`src/rtl/vga_pkg.sv`:
```
// Shared types and constants for the VGA window controller.
package vga_pkg;

    // Command parser states
    typedef enum logic [1:0] {
        IDLE   = 2'd0,
        GET_HI = 2'd1,
        GET_LO = 2'd2
    } parse_state_t;

    // Shadow register selected by the command byte
    typedef enum logic {
        TGT_X = 1'b0,
        TGT_Y = 1'b1
    } target_t;

    localparam logic [7:0] CMD_X      = 8'h58;
    localparam logic [7:0] CMD_Y      = 8'h59;
    localparam logic [7:0] CMD_COMMIT = 8'h43;

    localparam int unsigned DEF_H_ACTIVE = 1024;
    localparam int unsigned DEF_V_ACTIVE = 768;
    localparam int unsigned DEF_WIDTH    = 480;
    localparam int unsigned DEF_HEIGHT   = 360;

    localparam int unsigned POS_W  = 11;
    localparam int unsigned CMP_W  = 12;
    localparam int unsigned ADDR_W = 18;

    // Saturate a requested position to the largest legal origin
    function automatic logic [POS_W-1:0] clamp_pos(input logic [POS_W-1:0] v,
                                                   input logic [POS_W-1:0] lim);
        return (v > lim) ? lim : v;
    endfunction

endpackage

```
`src/rtl/window_cmd_parser.sv`:
```
// Serial command parser: X/Y position bytes into clamped shadow registers,
// plus a commit request decode for 'C' received while idle.
module window_cmd_parser #(
    parameter int unsigned H_ACTIVE = vga_pkg::DEF_H_ACTIVE,
    parameter int unsigned V_ACTIVE = vga_pkg::DEF_V_ACTIVE,
    parameter int unsigned WIDTH    = vga_pkg::DEF_WIDTH,
    parameter int unsigned HEIGHT   = vga_pkg::DEF_HEIGHT,
    parameter int unsigned X_INIT   = 0,
    parameter int unsigned Y_INIT   = 0
) (
    input  logic        clk,
    input  logic        rst,
    input  logic [7:0]  i_rx_data,
    input  logic        i_rx_ready,
    output logic [10:0] o_shadow_x,
    output logic [10:0] o_shadow_y,
    output logic        o_commit
);
    import vga_pkg::*;

    localparam logic [POS_W-1:0] X_MAX = POS_W'(H_ACTIVE - WIDTH);
    localparam logic [POS_W-1:0] Y_MAX = POS_W'(V_ACTIVE - HEIGHT);

    parse_state_t     r_state;
    target_t          r_target;
    logic [2:0]       r_hi;
    logic [POS_W-1:0] r_shadow_x;
    logic [POS_W-1:0] r_shadow_y;
    logic [POS_W-1:0] w_value;

    assign w_value = {r_hi, i_rx_data};

    // Byte-driven FSM; every byte after 'X'/'Y' is data regardless of value
    always_ff @(posedge clk or posedge rst) begin
        if (rst) begin
            r_state    <= IDLE;
            r_target   <= TGT_X;
            r_hi       <= '0;
            r_shadow_x <= POS_W'(X_INIT);
            r_shadow_y <= POS_W'(Y_INIT);
        end else if (i_rx_ready) begin
            case (r_state)
                IDLE: begin
                    if (i_rx_data == CMD_X) begin
                        r_target <= TGT_X;
                        r_state  <= GET_HI;
                    end else if (i_rx_data == CMD_Y) begin
                        r_target <= TGT_Y;
                        r_state  <= GET_HI;
                    end
                end
                GET_HI: begin
                    r_hi    <= i_rx_data[2:0];
                    r_state <= GET_LO;
                end
                GET_LO: begin
                    if (r_target == TGT_X)
                        r_shadow_x <= clamp_pos(w_value, X_MAX);
                    else
                        r_shadow_y <= clamp_pos(w_value, Y_MAX);
                    r_state <= IDLE;
                end
                default: r_state <= IDLE;
            endcase
        end
    end

    assign o_commit   = i_rx_ready && (r_state == IDLE) && (i_rx_data == CMD_COMMIT);
    assign o_shadow_x = r_shadow_x;
    assign o_shadow_y = r_shadow_y;

endmodule

```
`src/rtl/vga_window_ctrl.sv`:
```
// Display window positioning and scan: frame-synchronous position commit,
// registered in-window flag and row-major framebuffer address.
module vga_window_ctrl #(
    parameter int unsigned H_ACTIVE = vga_pkg::DEF_H_ACTIVE,
    parameter int unsigned V_ACTIVE = vga_pkg::DEF_V_ACTIVE,
    parameter int unsigned WIDTH    = vga_pkg::DEF_WIDTH,
    parameter int unsigned HEIGHT   = vga_pkg::DEF_HEIGHT,
    parameter int unsigned X_INIT   = 0,
    parameter int unsigned Y_INIT   = 0
) (
    input  logic        clk,
    input  logic        rst,
    input  logic [10:0] hc,
    input  logic [10:0] vc,
    input  logic [7:0]  rx_data,
    input  logic        rx_ready,
    output logic [10:0] x_pos,
    output logic [10:0] y_pos,
    output logic        visible,
    output logic [17:0] pix_addr,
    output logic        pending
);
    import vga_pkg::*;

    logic [POS_W-1:0]  w_shadow_x;
    logic [POS_W-1:0]  w_shadow_y;
    logic              w_commit;
    logic              w_boundary;
    logic              w_in_win;
    logic [CMP_W-1:0]  w_hc;
    logic [CMP_W-1:0]  w_vc;
    logic [CMP_W-1:0]  w_x_lo;
    logic [CMP_W-1:0]  w_y_lo;
    logic [CMP_W-1:0]  w_x_hi;
    logic [CMP_W-1:0]  w_y_hi;
    logic [ADDR_W-1:0] w_addr_base;

    logic [POS_W-1:0]  r_x;
    logic [POS_W-1:0]  r_y;
    logic              r_pending;
    logic              r_visible;
    logic [ADDR_W-1:0] r_pix_addr;
    logic [ADDR_W-1:0] r_addr_cnt;

    window_cmd_parser #(
        .H_ACTIVE (H_ACTIVE),
        .V_ACTIVE (V_ACTIVE),
        .WIDTH    (WIDTH),
        .HEIGHT   (HEIGHT),
        .X_INIT   (X_INIT),
        .Y_INIT   (Y_INIT)
    ) u_parser (
        .clk        (clk),
        .rst        (rst),
        .i_rx_data  (rx_data),
        .i_rx_ready (rx_ready),
        .o_shadow_x (w_shadow_x),
        .o_shadow_y (w_shadow_y),
        .o_commit   (w_commit)
    );

    assign w_boundary = (hc == '0) && (vc == '0);

    // Window bounds widened by one bit so x_pos+WIDTH cannot wrap
    assign w_hc   = {1'b0, hc};
    assign w_vc   = {1'b0, vc};
    assign w_x_lo = {1'b0, r_x};
    assign w_y_lo = {1'b0, r_y};
    assign w_x_hi = w_x_lo + CMP_W'(WIDTH);
    assign w_y_hi = w_y_lo + CMP_W'(HEIGHT);
    assign w_in_win = (w_hc >= w_x_lo) && (w_hc < w_x_hi) &&
                      (w_vc >= w_y_lo) && (w_vc < w_y_hi);

    // Counter restarts at the boundary pixel itself, so that pixel can carry address 0
    assign w_addr_base = w_boundary ? '0 : r_addr_cnt;

    // Position commit at the frame boundary; a 'C' in that same cycle re-arms for the next frame
    always_ff @(posedge clk or posedge rst) begin
        if (rst) begin
            r_x       <= POS_W'(X_INIT);
            r_y       <= POS_W'(Y_INIT);
            r_pending <= 1'b0;
        end else begin
            if (w_boundary && r_pending) begin
                r_x       <= w_shadow_x;
                r_y       <= w_shadow_y;
                r_pending <= 1'b0;
            end
            if (w_commit)
                r_pending <= 1'b1;
        end
    end

    // Registered window flag and pre-increment address
    always_ff @(posedge clk or posedge rst) begin
        if (rst) begin
            r_visible  <= 1'b0;
            r_pix_addr <= '0;
            r_addr_cnt <= '0;
        end else begin
            r_visible  <= w_in_win;
            r_pix_addr <= w_addr_base;
            r_addr_cnt <= w_addr_base + ADDR_W'(w_in_win);
        end
    end

    assign x_pos    = r_x;
    assign y_pos    = r_y;
    assign visible  = r_visible;
    assign pix_addr = r_pix_addr;
    assign pending  = r_pending;

endmodule

```
`config.mk`:
```
export PLATFORM = sky130hd
export DESIGN_NAME = vga_window_ctrl
export DESIGN_NICKNAME = d
export VERILOG_FILES = /design/src/rtl/vga_pkg.sv /design/src/rtl/window_cmd_parser.sv /design/src/rtl/vga_window_ctrl.sv
export SDC_FILE = /design/constraint.sdc
export NUM_CORES = 1
export LEC_CHECK = 0
export ABC_AREA = 1
export BUFFER_PORTS_ARGS = -buffer_cell sky130_fd_sc_hd__buf_2
export CAP_MARGIN = 20
export CORE_UTILIZATION = 50
export DETAILED_ROUTE_END_ITERATION = 8
export HOLD_SLACK_MARGIN = 0.05
export PLACE_DENSITY = 0.72
export SLEW_MARGIN = 20
export SYNTH_ARGS = -nofsm -noshare
export SYNTH_HDL_FRONTEND = slang
export SYNTH_SLANG_ARGS = --single-unit
```
`constraint.sdc`:
```
create_clock -name clk -period 4.15 [get_ports clk]
set_input_delay 0.415 -clock clk [delete_from_list [all_inputs] [get_ports clk]]
set_output_delay 0.415 -clock clk [all_outputs]
set_load 0.02 [all_outputs]
```
==> flow_summary.toml <==
[worst_setup_path]
start_kind = "flop"
reg2reg_depth = 21
arrival_ns = 3.54
worstPathRequired_ns = 4.41
endpoint_kind = "flop"
crit_fanout = 5
crit_type = "flop to flop"

[power]
p_leak_nw = 3.03
vdd_drop_max_uv = 195
p_per_area_mw_per_mm2 = 311
fin_total_pwr_mw = 1.70

[layout]
final_nets = 707
final_cell_mix = "nand2_1, dfrtp_1, buf_2"
final_common_cell = "nand2_1"
drive_gt1_share_pct = 18.2
syn_to_final_growth_pct = 15.1
diodes = 0

[route]
drc = 0
met1Wirelength_mm = 4.89
wl_met3_microns = 431
vias = 3865
drt-total-wl_mm = 10.2
drt-vias-per-instance = 5.03
wl_per_cell_microns = 13.3
ant_nets = 0
top_layer = "met4"
firstDrtPassIters = 4
wl_met2_mm = 4.71
dr.first_iter.drc_count = 254

[yosys]
yosys.area.top_type = "dfrtp_1"
synthArstFlopShare_pct = 100
syn_avg_cell_area_sq_um = 8.55
yosys_warnings = 0
synthFlopType = "dfrtp_1"
syn_area_sq_mm = 0.00475
synth-seq-cells = 88
netlist_instances = 556
synth_cell_type_count = 38
synth_edf_count = 0
ys_seq_area_share_pct = 46.3
synth_top_area_share_pct = 46.3
synth_area_leaders = "dfrtp_1, ha_1, nand2_1"
synth_fp_nets = 629

[grt]
grt_use_total_pct = 22.9
grt_first_pass_wirelength_mm = 17.7
antenna_found_initial = 0
grt_pass1_vias = 3767
grt_max_degree = 51
overflow = 0

[sta]
max_freq_mhz = 305
finalHoldViolations = 0
slew_headroom_pct = 43.5
tightest_slew_ns = 0.846
finalSetupTns_ns = 0
period_minus_slack_ns = 3.28
rsz0062_at_grt = "false"
fin_crit_sh_pct = 79.1
fin_skew_ns = 0.00916
setup_viol = 0
drv_slew = 0

[die]
core-area_sq_mm = 0.00924
die_area_sq_mm = 0.00990
rows = 35
ios = 75
die-width_microns = 99.5
start_util_pct = 51.5
die_h_microns = 99.5

[clock_network]
path_clk_slew_ns = 0.09
cts_made_buffers = 9
cts-htree-levels = 3
cts_tree = "built"
clk_latency_ns = 0.37
post_cts_buffers = 0
hold_buffers = 0
clkSinkCount = 88
clk_path_buf_depth = 2
post_cts_resized = 0
clockRootBuffer = "clkbuf_8"

[placement]
hpwl_mm = 7.86
gp_congestion = 0.891
portBuffers = 74

[worst_hold_path]
hold_path.class = "input port to async pin"

[run]
drv_cap = 0

[run_status]
status = "finished clean"
[layer usage]
metal / GRT usage, % / vias to the layer above
met5: 0 / -
met4: 6.90 / 0
met3: 4.64 / 16
met2: 36.4 / 98
met1: 31.7 / 1802
li1: - / 1949
[worst max-delay path, cell delays in order, from the launching register on]
cell	delay, ns
dfrtp_1	0.41
ha_1	0.23
nor2_1	0.13
nand2_1	0.07
nand2_1	0.08
nand2_1	0.09
xor2_1	0.16
ha_1	0.30
a21oi_1	0.12
o21ai_0	0.10
nor2_1	0.11
nand2_1	0.05
nor2_1	0.15
ha_1	0.20
ha_1	0.20
nand2_1	0.06
nor2_1	0.25
nand2_4	0.11
nor2_4	0.17
nand2_1	0.07
nand2_1	0.06
nand2_1	0.04
[state kept, by name, summed over array words and instances, names as in the netlist]
| name | count |
|---|---|
| x_pos | 11 |
| pix_addr | 18 |
| visible | 1 |
| u_parser.o_shadow_x | 11 |
| y_pos | 11 |
| pending | 1 |
| u_parser.r_hi | 3 |
| u_parser.o_shadow_y | 11 |
| u_parser.r_target | 1 |
| u_parser.r_state | 2 |
| r_addr_cnt | 18 |
[metrics by stage]
| stage | instance area, sq um | instances | setup WS (ns) | hold slack (ns) | util (%) |
|---|---|---|---|---|---|
| 2_1_floorplan | 4750 | 556 | 1.12 | 0.434 | - |
| 3_5_place_dp | 5250 | 752 | 0.887 | 0.453 | 56.8 |
| 6_report | 5470 | 768 | 0.869 | 0.188 | 59.2 |
| 4_1_cts | 5470 | 768 | 0.864 | 0.209 | 59.2 |
| 5_1_grt | 5470 | 768 | 0.379 | 0.256 | 59.2 |
| 3_3_place_gp | 5250 | 752 | 1.02 | 0.449 | 56.8 |
[layout make-up]
cell class | count | area [sq um]
Clock buffer | 10 | 138
Inverter | 74 | 279
Timing Repair Buffer | 75 | 378
Multi-Input combinational cell | 386 | 2230
Sequential cell | 88 | 2200
Fill cell | 809 | 3770
Tap cell | 129 | 161
Clock inverter | 6 | 90.1
[power by group]
group	total [mW]	internal [mW]	switching, mW
sequential	0.900	0.883	0.0174
clock	0.667	0.357	0.310
combinational	0.132	0.0456	0.0868
[logic make-up (layout without fill, tap and decap cells)]
kind of cell,after synthesis,in the layout,synth area share (%)
DFF,88,88,46.3
muxes,2,2,0.474
adders and majority gates,40,40,10.5
AOI/OAI and AO/OA,76,76,8.82
xor gates and xnor gates,17,17,3.13
and+or+nand+nor,251,251,23.9
buffers and inverters,82,165,6.87
[synthesized netlist by cell type, drive strengths merged, types with 2 or more instances]
cell type  number
a21oi          19
buf             6
clkbuf          2
dfrtp          88
ha             40
inv            73
mux2            2
nand2         134
nand3          33
nand3b          2
nand4          10
nor2           64
nor3            4
o21a            2
o21ai          44
o21bai          2
o31ai           5
or2             2
xnor2           2
xor2           15
[worst paths after layout]
path / startpoint / end / slack (ns)
worst max-delay path: y_pos[3]$_DFFE_PP0P_ / r_addr_cnt[12]$_DFF_PP0_ / 0.87
worst min-delay path: rst / u_parser.r_hi[0]$_DFFE_PP0P_ / 0.19
worst max register to register: y_pos[3]$_DFFE_PP0P_ / r_addr_cnt[12]$_DFF_PP0_ / 0.87
worst min register to register: u_parser.o_shadow_y[9]$_DFFE_PP0P_ / u_parser.o_shadow_y[9]$_DFFE_PP0P_ / 0.47
max in group asynchronous: rst / y_pos[5]$_DFFE_PP0P_ / 3.00
min in group clk: rx_ready / u_parser.r_state[0]$_DFFE_PP0P_ / 0.31
Power figures use the tool's default switching activity.
